**config.mk**
```make
export PLATFORM = sky130hd
export DESIGN_NAME = nibble_serial_adder
export DESIGN_NICKNAME = d
export VERILOG_FILES = /design/src/rtl/nibble_serial_adder_pkg.sv /design/src/rtl/nibble_serial_adder_skip_add.sv /design/src/rtl/nibble_serial_adder.sv
export SDC_FILE = /design/constraint.sdc
export NUM_CORES = 1
export LEC_CHECK = 0
export CORE_ASPECT_RATIO = 0.6
export CORE_UTILIZATION = 53
export DETAILED_ROUTE_END_ITERATION = 16
export HOLD_SLACK_MARGIN = 0.02
export PLACE_DENSITY = 0.79
export SLEW_MARGIN = 20
export SYNTH_ARGS = -nofsm -noshare
export SYNTH_HDL_FRONTEND = slang
export SYNTH_SLANG_ARGS = --single-unit
```
**constraint.sdc**
```tcl
create_clock -name clk -period 2.5 [get_ports clk]
set_input_delay 0.75 -clock clk [delete_from_list [all_inputs] [get_ports clk]]
set_output_delay 0.75 -clock clk [all_outputs]
set_load 0.01 [all_outputs]
```
**src/rtl/nibble_serial_adder_pkg.sv**
```systemverilog
// Shared constants and FSM encoding for the digit-serial nibble adder.
// Latency: none (declarations only).
// Backpressure: none (declarations only).
package nibble_serial_adder_pkg;

  // Width of one digit handled per clock by the carry-skip stage.
  localparam int NIBBLE_W = 4;

  // Width of the bypassed-nibble counter; wide enough for 14 nibbles.
  localparam int SKIP_W = 4;

  // Controller states.
  typedef enum logic [1:0] {
    S_IDLE = 2'd0,
    S_RUN  = 2'd1,
    S_DONE = 2'd2
  } state_e;

endpackage

```
**src/rtl/nibble_serial_adder_skip_add.sv**
```systemverilog
// 4-bit carry-skip adder: four full adders with a bypass mux on the carry-out.
// Latency: purely combinational.
// Backpressure: none; outputs follow inputs.
module nibble_skip_add
  import nibble_serial_adder_pkg::*;
(
  output logic [NIBBLE_W-1:0] sum,
  output logic                cout,
  output logic                prop,
  input  logic [NIBBLE_W-1:0] a,
  input  logic [NIBBLE_W-1:0] b,
  input  logic                cin
);

  logic [NIBBLE_W-1:0] p;
  logic [NIBBLE_W-1:0] g;
  logic [NIBBLE_W:0]   c;

  // Ripple chain of full adders, then bypass the chain when every bit propagates.
  always_comb begin
    p    = a ^ b;
    g    = a & b;
    c    = '0;
    c[0] = cin;
    sum  = '0;
    for (int i = 0; i < NIBBLE_W; i++) begin
      sum[i]   = p[i] ^ c[i];
      c[i+1]   = g[i] | (p[i] & c[i]);
    end
    prop = &p;
    // When all four bits propagate the ripple result equals cin; the mux
    // just gives the carry a short path around the chain.
    cout = prop ? cin : c[NIBBLE_W];
  end

endmodule

```
**src/rtl/nibble_serial_adder.sv**
```systemverilog
// Digit-serial WIDTH-bit adder: one nibble per clock through a shared carry-skip stage.
// Latency: done pulses in the cycle after edge k+NIBBLES for a start sampled at edge k.
// Backpressure: start is only accepted in IDLE; requests while busy are dropped.
module nibble_serial_adder
  import nibble_serial_adder_pkg::*;
#(
  parameter int WIDTH = 16
) (
  input  logic              clk,
  input  logic              rst_n,
  input  logic              start,
  input  logic [WIDTH-1:0]  a,
  input  logic [WIDTH-1:0]  b,
  input  logic              cin,
  output logic              busy,
  output logic              done,
  output logic [WIDTH-1:0]  sum,
  output logic              cout,
  output logic [SKIP_W-1:0] skip_count
);

  localparam int NIBBLES = WIDTH / NIBBLE_W;
  localparam int IDX_W   = 4;
  localparam logic [IDX_W-1:0] LAST_IDX = IDX_W'(NIBBLES - 1);

  state_e state_q, state_d;

  logic [IDX_W-1:0]  idx_q, idx_d;
  logic [WIDTH-1:0]  a_sh_q, a_sh_d;
  logic [WIDTH-1:0]  b_sh_q, b_sh_d;
  logic [WIDTH-1:0]  sum_sh_q, sum_sh_d;
  logic              carry_q, carry_d;
  logic [SKIP_W-1:0] acc_skip_q, acc_skip_d;

  logic [WIDTH-1:0]  sum_q;
  logic              cout_q;
  logic [SKIP_W-1:0] skip_q;

  logic              accept;
  logic              step;
  logic              last;

  logic [NIBBLE_W-1:0] stg_sum;
  logic                stg_cout;
  logic                stg_prop;
  logic [WIDTH-1:0]    nib_ext;

  nibble_skip_add u_stage (
    .sum  (stg_sum),
    .cout (stg_cout),
    .prop (stg_prop),
    .a    (a_sh_q[NIBBLE_W-1:0]),
    .b    (b_sh_q[NIBBLE_W-1:0]),
    .cin  (carry_q)
  );

  // FSM state register.
  always_ff @(posedge clk or negedge rst_n) begin
    if (!rst_n) state_q <= S_IDLE;
    else        state_q <= state_d;
  end

  // FSM next state: RUN lasts exactly NIBBLES cycles, DONE lasts one.
  always_comb begin
    state_d = state_q;
    case (state_q)
      S_IDLE:  if (start) state_d = S_RUN;
      S_RUN:   if (idx_q == LAST_IDX) state_d = S_DONE;
      S_DONE:  state_d = S_IDLE;
      default: state_d = S_IDLE;
    endcase
  end

  // FSM outputs: status flags decode the state register, strobes steer the datapath.
  always_comb begin
    busy   = (state_q == S_RUN) || (state_q == S_DONE);
    done   = (state_q == S_DONE);
    accept = (state_q == S_IDLE) && start;
    step   = (state_q == S_RUN);
    last   = (state_q == S_RUN) && (idx_q == LAST_IDX);
  end

  // Datapath next state: capture on accept, otherwise consume one nibble per RUN cycle.
  always_comb begin
    idx_d      = idx_q;
    a_sh_d     = a_sh_q;
    b_sh_d     = b_sh_q;
    sum_sh_d   = sum_sh_q;
    carry_d    = carry_q;
    acc_skip_d = acc_skip_q;
    nib_ext    = WIDTH'(stg_sum);
    if (accept) begin
      a_sh_d     = a;
      b_sh_d     = b;
      carry_d    = cin;
      idx_d      = '0;
      acc_skip_d = '0;
    end else if (step) begin
      a_sh_d     = a_sh_q >> NIBBLE_W;
      b_sh_d     = b_sh_q >> NIBBLE_W;
      // New nibble enters at the top so after NIBBLES shifts nibble 0 sits at the bottom.
      sum_sh_d   = (sum_sh_q >> NIBBLE_W) | (nib_ext << (WIDTH - NIBBLE_W));
      carry_d    = stg_cout;
      acc_skip_d = acc_skip_q + SKIP_W'(stg_prop);
      idx_d      = idx_q + 1'b1;
    end
  end

  // Datapath registers.
  always_ff @(posedge clk or negedge rst_n) begin
    if (!rst_n) begin
      idx_q      <= '0;
      a_sh_q     <= '0;
      b_sh_q     <= '0;
      sum_sh_q   <= '0;
      carry_q    <= 1'b0;
      acc_skip_q <= '0;
    end else begin
      idx_q      <= idx_d;
      a_sh_q     <= a_sh_d;
      b_sh_q     <= b_sh_d;
      sum_sh_q   <= sum_sh_d;
      carry_q    <= carry_d;
      acc_skip_q <= acc_skip_d;
    end
  end

  // Result registers: loaded only on the edge that raises done, otherwise hold.
  always_ff @(posedge clk or negedge rst_n) begin
    if (!rst_n) begin
      sum_q  <= '0;
      cout_q <= 1'b0;
      skip_q <= '0;
    end else if (last) begin
      sum_q  <= sum_sh_d;
      cout_q <= stg_cout;
      skip_q <= acc_skip_d;
    end
  end

  assign sum        = sum_q;
  assign cout       = cout_q;
  assign skip_count = skip_q;

endmodule

```
Word level (Yosys, flattened, before mapping)
Index checks and enable logic that the tools add are counted.

storage, ports and cells
  flip-flop bits (word level) = 80
  input bits = 36
  output and inout port bits = 23
  word-level logic and storage cells = 55

cells by class
  add/subtract/negate cells = 2
  equal/unequal tests = 5
  muxes and demuxes = 16
  bitwise gates (word level) = 15
  reductions and logical operators = 7

operators by type and width
  operator                                                          number
  16-bit 2-to-1 mux                                                 6
  4-bit 2-to-1 mux                                                  4
  12-bit by 16-bit OR with 16-bit output                            1
  4-bit by 1-bit adder with 4-bit output                            1
  4-bit by 1-bit adder with 4-bit output (second input constant)    1
  1-bit AND                                                         4
  4-bit AND                                                         1
  4-bit by 2-bit == test with 1-bit output (second input constant)  1
  2-bit 2-to-1 mux                                                  2
  1-bit OR                                                          4
  2-bit case mux with 2 select lines                                1
  4-bit AND reduction                                               1
  1-bit XOR                                                         4
  4-bit XOR                                                         1
  1-bit 2-to-1 mux                                                  3
  2-bit by 1-bit == test with 1-bit output (second input constant)  1
  2-bit == test (second input constant)                             1
  1-bit logical AND                                                 2
  2-bit logical NOT                                                 1
  2-bit by 1-bit != test with 1-bit output (second input constant)  1
  2-bit != test (second input constant)                             1
  2-bit AND reduction                                               1
  2-bit nonzero test                                                1
  1-bit logical OR                                                  1

Depth between registers and ports, before layout
  depth after elaboration = 12
  depth in mapped cells = 9
  depth with buffers taken out = 9

Modules after synthesis
A second synthesis with hierarchy kept.

unflattened totals
  cells, all modules = 293
  area total of the unflattened synthesis = 3642.2 µm²

modules (own cells, without submodules)
  module               instances  cells each  area each (µm²)  sequential area each (µm²)
  nibble_serial_adder  1          274         3457.1           2001.9
  nibble_skip_add      1          19          185.2            0.0

Least setup slack after synthesis
Ideal clock, no wire load.

  path type = reg-to-reg
  start = register a_sh_q[0]
  end = register sum_q[15], in the netlist sum[15]
  library setup time = 0.082 ns
  arrival = 2.099 ns
  data required time = 2.418 ns
  slack = 0.319 ns
  cell stages (with the launch flop) = 10
  path buffers = 0
  period minus slack after synthesis = 2.181 ns
  path through = dfrtp_1 > inv_1 > fa_1 > inv_1 > fa_1 > fa_1 > inv_1 > fa_1 > nand2b_1 > a31oi_1

between the ends
  longest elaborated chain between the ends = 11
  elaborated cells between the ends (all ways) = 12
  those cells by class = mux (2); bitwise (10)

ends and longest elaborated chain
  element                                     line                                RTL
  from (decl)                                 nibble_serial_adder.sv:29           logic [WIDTH-1:0] a_sh_q, a_sh_d;
  from (signal assigned)                      nibble_serial_adder.sv:120          a_sh_q <= a_sh_d;
  4-bit XOR                                   nibble_serial_adder_skip_add.sv:21  p = a ^ b;
  1-bit AND                                   nibble_serial_adder_skip_add.sv:28  c[i+1] = g[i] | (p[i] & c[i]);
  1-bit OR (*)                                nibble_serial_adder_skip_add.sv:28
  1-bit AND (*)                               nibble_serial_adder_skip_add.sv:28
  1-bit OR (*)                                nibble_serial_adder_skip_add.sv:28
  1-bit AND (*)                               nibble_serial_adder_skip_add.sv:28
  1-bit OR (*)                                nibble_serial_adder_skip_add.sv:28
  1-bit XOR (*)                               nibble_serial_adder_skip_add.sv:27  sum[i] = p[i] ^ c[i];
  12-bit by 16-bit OR with 16-bit output (*)  nibble_serial_adder.sv:102          sum_sh_d = (sum_sh_q >> NIBBLE_W) | (nib_ext << (WIDTH - NIBBLE_W));
  16-bit 2-to-1 mux (*)                       nibble_serial_adder.sv:98           end else if (step) begin
  16-bit 2-to-1 mux (*)                       nibble_serial_adder.sv:92           if (accept) begin
  to (signal assigned)                        nibble_serial_adder.sv:135          sum_q <= sum_sh_d;
  to (decl)                                   nibble_serial_adder.sv:35           logic [WIDTH-1:0] sum_q;

Mark *: on every way between the ends. The rest lies on a longest branch, timed or not.
A chain may end at the register's enable or synchronous reset.

Final worst setup path
  start = register state_q[1]
  end = output port busy

between the ends
  longest elaborated chain between the ends = 2
  elaborated cells between the ends (all ways) = 3
  those cells by class = eq/ne (2); reduce/logical (1)

ends and longest elaborated chain
  element                                                                           line                       RTL
  from (decl)                                                                       nibble_serial_adder.sv:26  state_e state_q, state_d;
  from (signal assigned)                                                            nibble_serial_adder.sv:60  else state_q <= state_d;
  2-bit by 1-bit == test with 1-bit output / 2-bit == test (equally long branches)  nibble_serial_adder.sv:76  busy = (state_q == S_RUN) || (state_q == S_DONE);
  1-bit logical OR (*)                                                              nibble_serial_adder.sv:76
  to (decl)                                                                         nibble_serial_adder.sv:15  output logic busy,

Marks and branches as above.

==> results by stage <==
Timing:
- The final-report hold violation count is 0.
- The final critical delay including setup and external delays is 2.36 ns.
- In the finished design, the share of the clock period the worst path needs comes to 0.945.
- Setup repair after global routing left no endpoint under its margin.
- The relative slew slack is 0.639.
- The maximum clock frequency is 0.423 GHz.
- The worst-case setup margin in the final layout is ~0.14 ns.
- Clock skew on the completed layout was measured at 0.00453 ns.
- Setup violations remaining at the end of the flow were counted as 0.
- The final number of max-transition violations is 0.
- The setup total negative slack is 0 ns.
- The transition at the pin with the smallest max-transition slack is between 0.5 and 0.6 ns.

Flow run:
- Across the run, the number of max-cap violations was 0.

Global routing:
- The global-route wire length before repair is around 12000 um.
- The via count of the first global-routing pass is about 2400.
- Entering global routing, the biggest net connects 65 pins.
- The number of antenna violations at the first check in global routing is 0.
- The global-route total usage across every layer is 0.221.
- For this run the aggregate overflow at the end of global routing stands at 0.

Clocking:
- The maximum buffer depth of the clock tree is 2.
- The tree built by TritonCTS fans out to 80 sinks.
- The CTS clock-pin slew for the worst setup and hold paths is 0.06 ns.
- Gates resized during post-CTS repair numbered 0.
- The number of buffers created by CTS is 9.
- Buffers inserted to repair hold after CTS numbered 0.
- The later pin in the worst-skew pair is clocked with a latency of 0.33 ns.
- The setup fix buffers added after clock tree synthesis is 0.
- The root buffer cell is clkbuf_16.
- The CTS H-tree depth is 3.
- TritonCTS built the clock tree.

Pwr:
- The worst-case IR drop observed on VDD is 669 uV.
- Summed over all cells, the static leakage comes to approximately 2.1 nW.
- The power density over the cells is 1320 mW/mm^2.

Synthesis:
- The share of the Yosys chip area taken by registers is 0.558.
- The netlist area before placement is 0.00359 mm^2.
- The number of distinct library cells after synthesis is 32.
- The async set-reset flop share out of synthesis is 1.00.
- The gate count after technology mapping is 301.
- The synthesized design contains 80 register bits.
- The average instance area after synthesis is 11.9 um^2.
- Summed over all instances, the cell type with the most area after synthesis is dfrtp_1.
- The flip-flop cell with the highest count after synthesis is dfrtp_1.
- Of the post-synthesis cell area, the dominant cell type holds 0.558.
- The number of synthesized flops with an enable pin is 0.
- Sorting the synthesized cells by area gives the leading types as dfrtp_1 56%, mux2i_1 7.5%, mux2_2 7.5%.
- The number of nets in the synthesized netlist is 352.
- The synthesis warning total is 0.

Die:
- From left edge to right edge, the die measures between 100 and 150 um.
- The initial core utilization is 0.566.
- The vertical die dimension is 65.7 um.
- The number of placed I/O pins is 59.
- The floorplan step defined a die boundary enclosing 0.00711 mm^2.
- In this run the standard cell core region covers 0.00633 mm^2.
- The number of standard-cell rows in the floorplan is 22.

Setup path:
- STA puts the critical path data required time at 1.75 ns.
- The largest fanout of any net on the critical path is 3.
- The depth of the most critical reg-to-reg path is 9.
- The first element of the critical path is state_q[1].
- In this design, the stage delay of the slowest critical-path cell is approximately 0.53 ns.
- Across all register-to-register paths, the minimum setup slack is 0.17 ns.
- The element type at the critical path start is a flop.
- Traced cell by cell, the critical path runs through inv_1 -> ha_1 -> clkdlybuf4s50_1.
- The endpoint class of the critical path is a primary output.
- The kind of critical path is flop to primary output.
- The capturing point of the worst reg2reg path is sum[15].
- The startpoint of the worst register-to-register path is a_sh_q[0].
- Data on the critical path arrives at its endpoint at between 1.5 and 2 ns.
- The worst setup path endpoint is busy.
- On the critical path, the stage with the largest delay is an instance of clkdlybuf4s50_1.

Route:
- The number of remaining DRC errors is 0.
- For this block, the initial DRC count from the detailed router was roughly 100.
- The first TritonRoute pass finished after 5 iterations.
- Wires add up to 6900 um.
- The detail route stage leaves a number of antenna-violating nets equal to 0.
- The via count of the routed design is 2372.
- The detail-routed via count per cell is 5.31.
- The routed wirelength normalized by instance count is 15.4 um.

Placement:
- The routability congestion estimate is between 0.7 and 0.8.
- The wire-length estimate of the detail-placed layout is roughly 4700 um.
- During placement, the flow inserted port buffers numbering 58.
- The setup slack at placement is 0.0753 ns.

Status:
- The flow ran to the end, and the final reports show no timing, DRC or antenna violations.

Finish:
- The antenna diode count is 0.
- The area growth from synthesis to layout is 26.2%.
- In the final layout, the share of cells above drive strength 1 is 0.152.
- The post-layout net count is 409.

Min path:
- The tightest min-delay check is of the primary input to asynchronous set/reset pin type.
-- how the worst min path moves through the flow --
stage | depth (start not counted) | start | endpoint
3_5_place_dp | 2 | skip_count[3] | skip_count[3]
6_report | 1 | rst_n | skip_count[2]
5_1_grt | 1 | rst_n | skip_count[2]
2_1_floorplan | 0 | rst_n | a_sh_q[0]
3_3_place_gp | 2 | skip_count[0] | skip_count[0]
4_1_cts | 1 | rst_n | skip_count[2]
-- through the flow --
step | instance area [um^2] | total power, mW | cells | util | hold slack, ns
floorplan | 3590 | 3.94 | 301 | - | 0.454
global placement | 4250 | 4.68 | 431 | 0.672 | 0.450
detailed placement | 4250 | 4.80 | 431 | 0.672 | 0.465
CTS | 4530 | 6.04 | 447 | 0.715 | 0.324
global route | 4530 | 6.39 | 447 | 0.715 | 0.342
finish | 4530 | 5.99 | 447 | 0.715 | 0.319
-- worst max-delay path: cells and delay by family (launching register included) --
kind | cells | cell delay (ns)
fa+ha+maj | 1 | 0.29
buf+inv | 2 | 0.62
flops | 1 | 0.37
-- synthesized netlist by cell type (2+ instances only) --
cell type	number
a31oi_1	3
nand2b_1	3
mux2_2	24
nand4_1	2
dfrtp_1	80
nor2_1	10
mux2i_1	27
fa_1	4
mux2_4	7
buf_2	4
clkbuf_1	9
inv_1	9
o21ai_0	35
o31ai_1	2
xor2_1	4
nand2_1	52
ha_1	11
-- per-layer routing --
metal	wire length (um)	up-vias	global-route usage	part of all wire
li1	-	1130	-	-
met1	3400	1183	0.296	0.49
met2	3140	47	0.347	0.46
met3	256	12	0.0605	0.037
met4	106	0	0.0771	0.015
met5	0	-	0	0
-- sequential cells by signal, summed over array words and instances (netlist names) --
name / count
carry_q: 1
a_sh_q: 16
state_q: 2
sum_sh_q: 16
skip_count: 4
acc_skip_q: 4
sum: 16
idx_q: 4
b_sh_q: 16
cout: 1
-- final cells by class --
class                   instances  area (um^2)
multi-input cells             195         1470
inverters                      10         37.5
well taps                      84          105
clock buffers                  11          243
clock inverters                 5         32.5
fillers                       448         1800
repair buffers                 62          633
flip-flops and latches         80         2000
-- cell families after synthesis --
kind of cell | Yosys count | share of synthesized area
buffers and inverters | 26 | 0.0317
muxes | 58 | 0.180
AOI/OAI and AO/OA | 43 | 0.0673
and+or+nand+nor | 74 | 0.0897
xor gates and xnor gates | 5 | 0.0122
DFF | 80 | 0.558
adders and majority gates | 15 | 0.0607
-- layout by cell type, fill, tap and decap left out, types with 2 or more instances in the layout --
cell type,netlist,final
dfrtp_1,80,80
clkdlybuf4s50_1,0,57
nand2_1,52,52
o21ai_0,35,35
mux2i_1,27,27
mux2_2,24,24
nor2_1,10,10
ha_1,11,10
inv_1,9,9
clkbuf_16,0,9
mux2_4,7,7
xor2_1,4,4
fa_1,4,4
nand2b_1,3,3
a31oi_1,3,3
clkinvlp_4,0,3
buf_4,1,3
nand4_1,2,2
o31ai_1,2,2
clkinv_2,0,2
buf_12,0,2
-- where the power goes --
| group | switching (mW) | leakage (nW) | total, mW | internal [mW] |
|---|---|---|---|---|
| clock | 0.497 | 0.128 | 1.19 | 0.695 |
| sequential | 0.367 | 1.01 | 2.25 | 1.89 |
| combinational | 1.21 | 0.932 | 2.54 | 1.33 |
(Power assumes the default switching activity.)
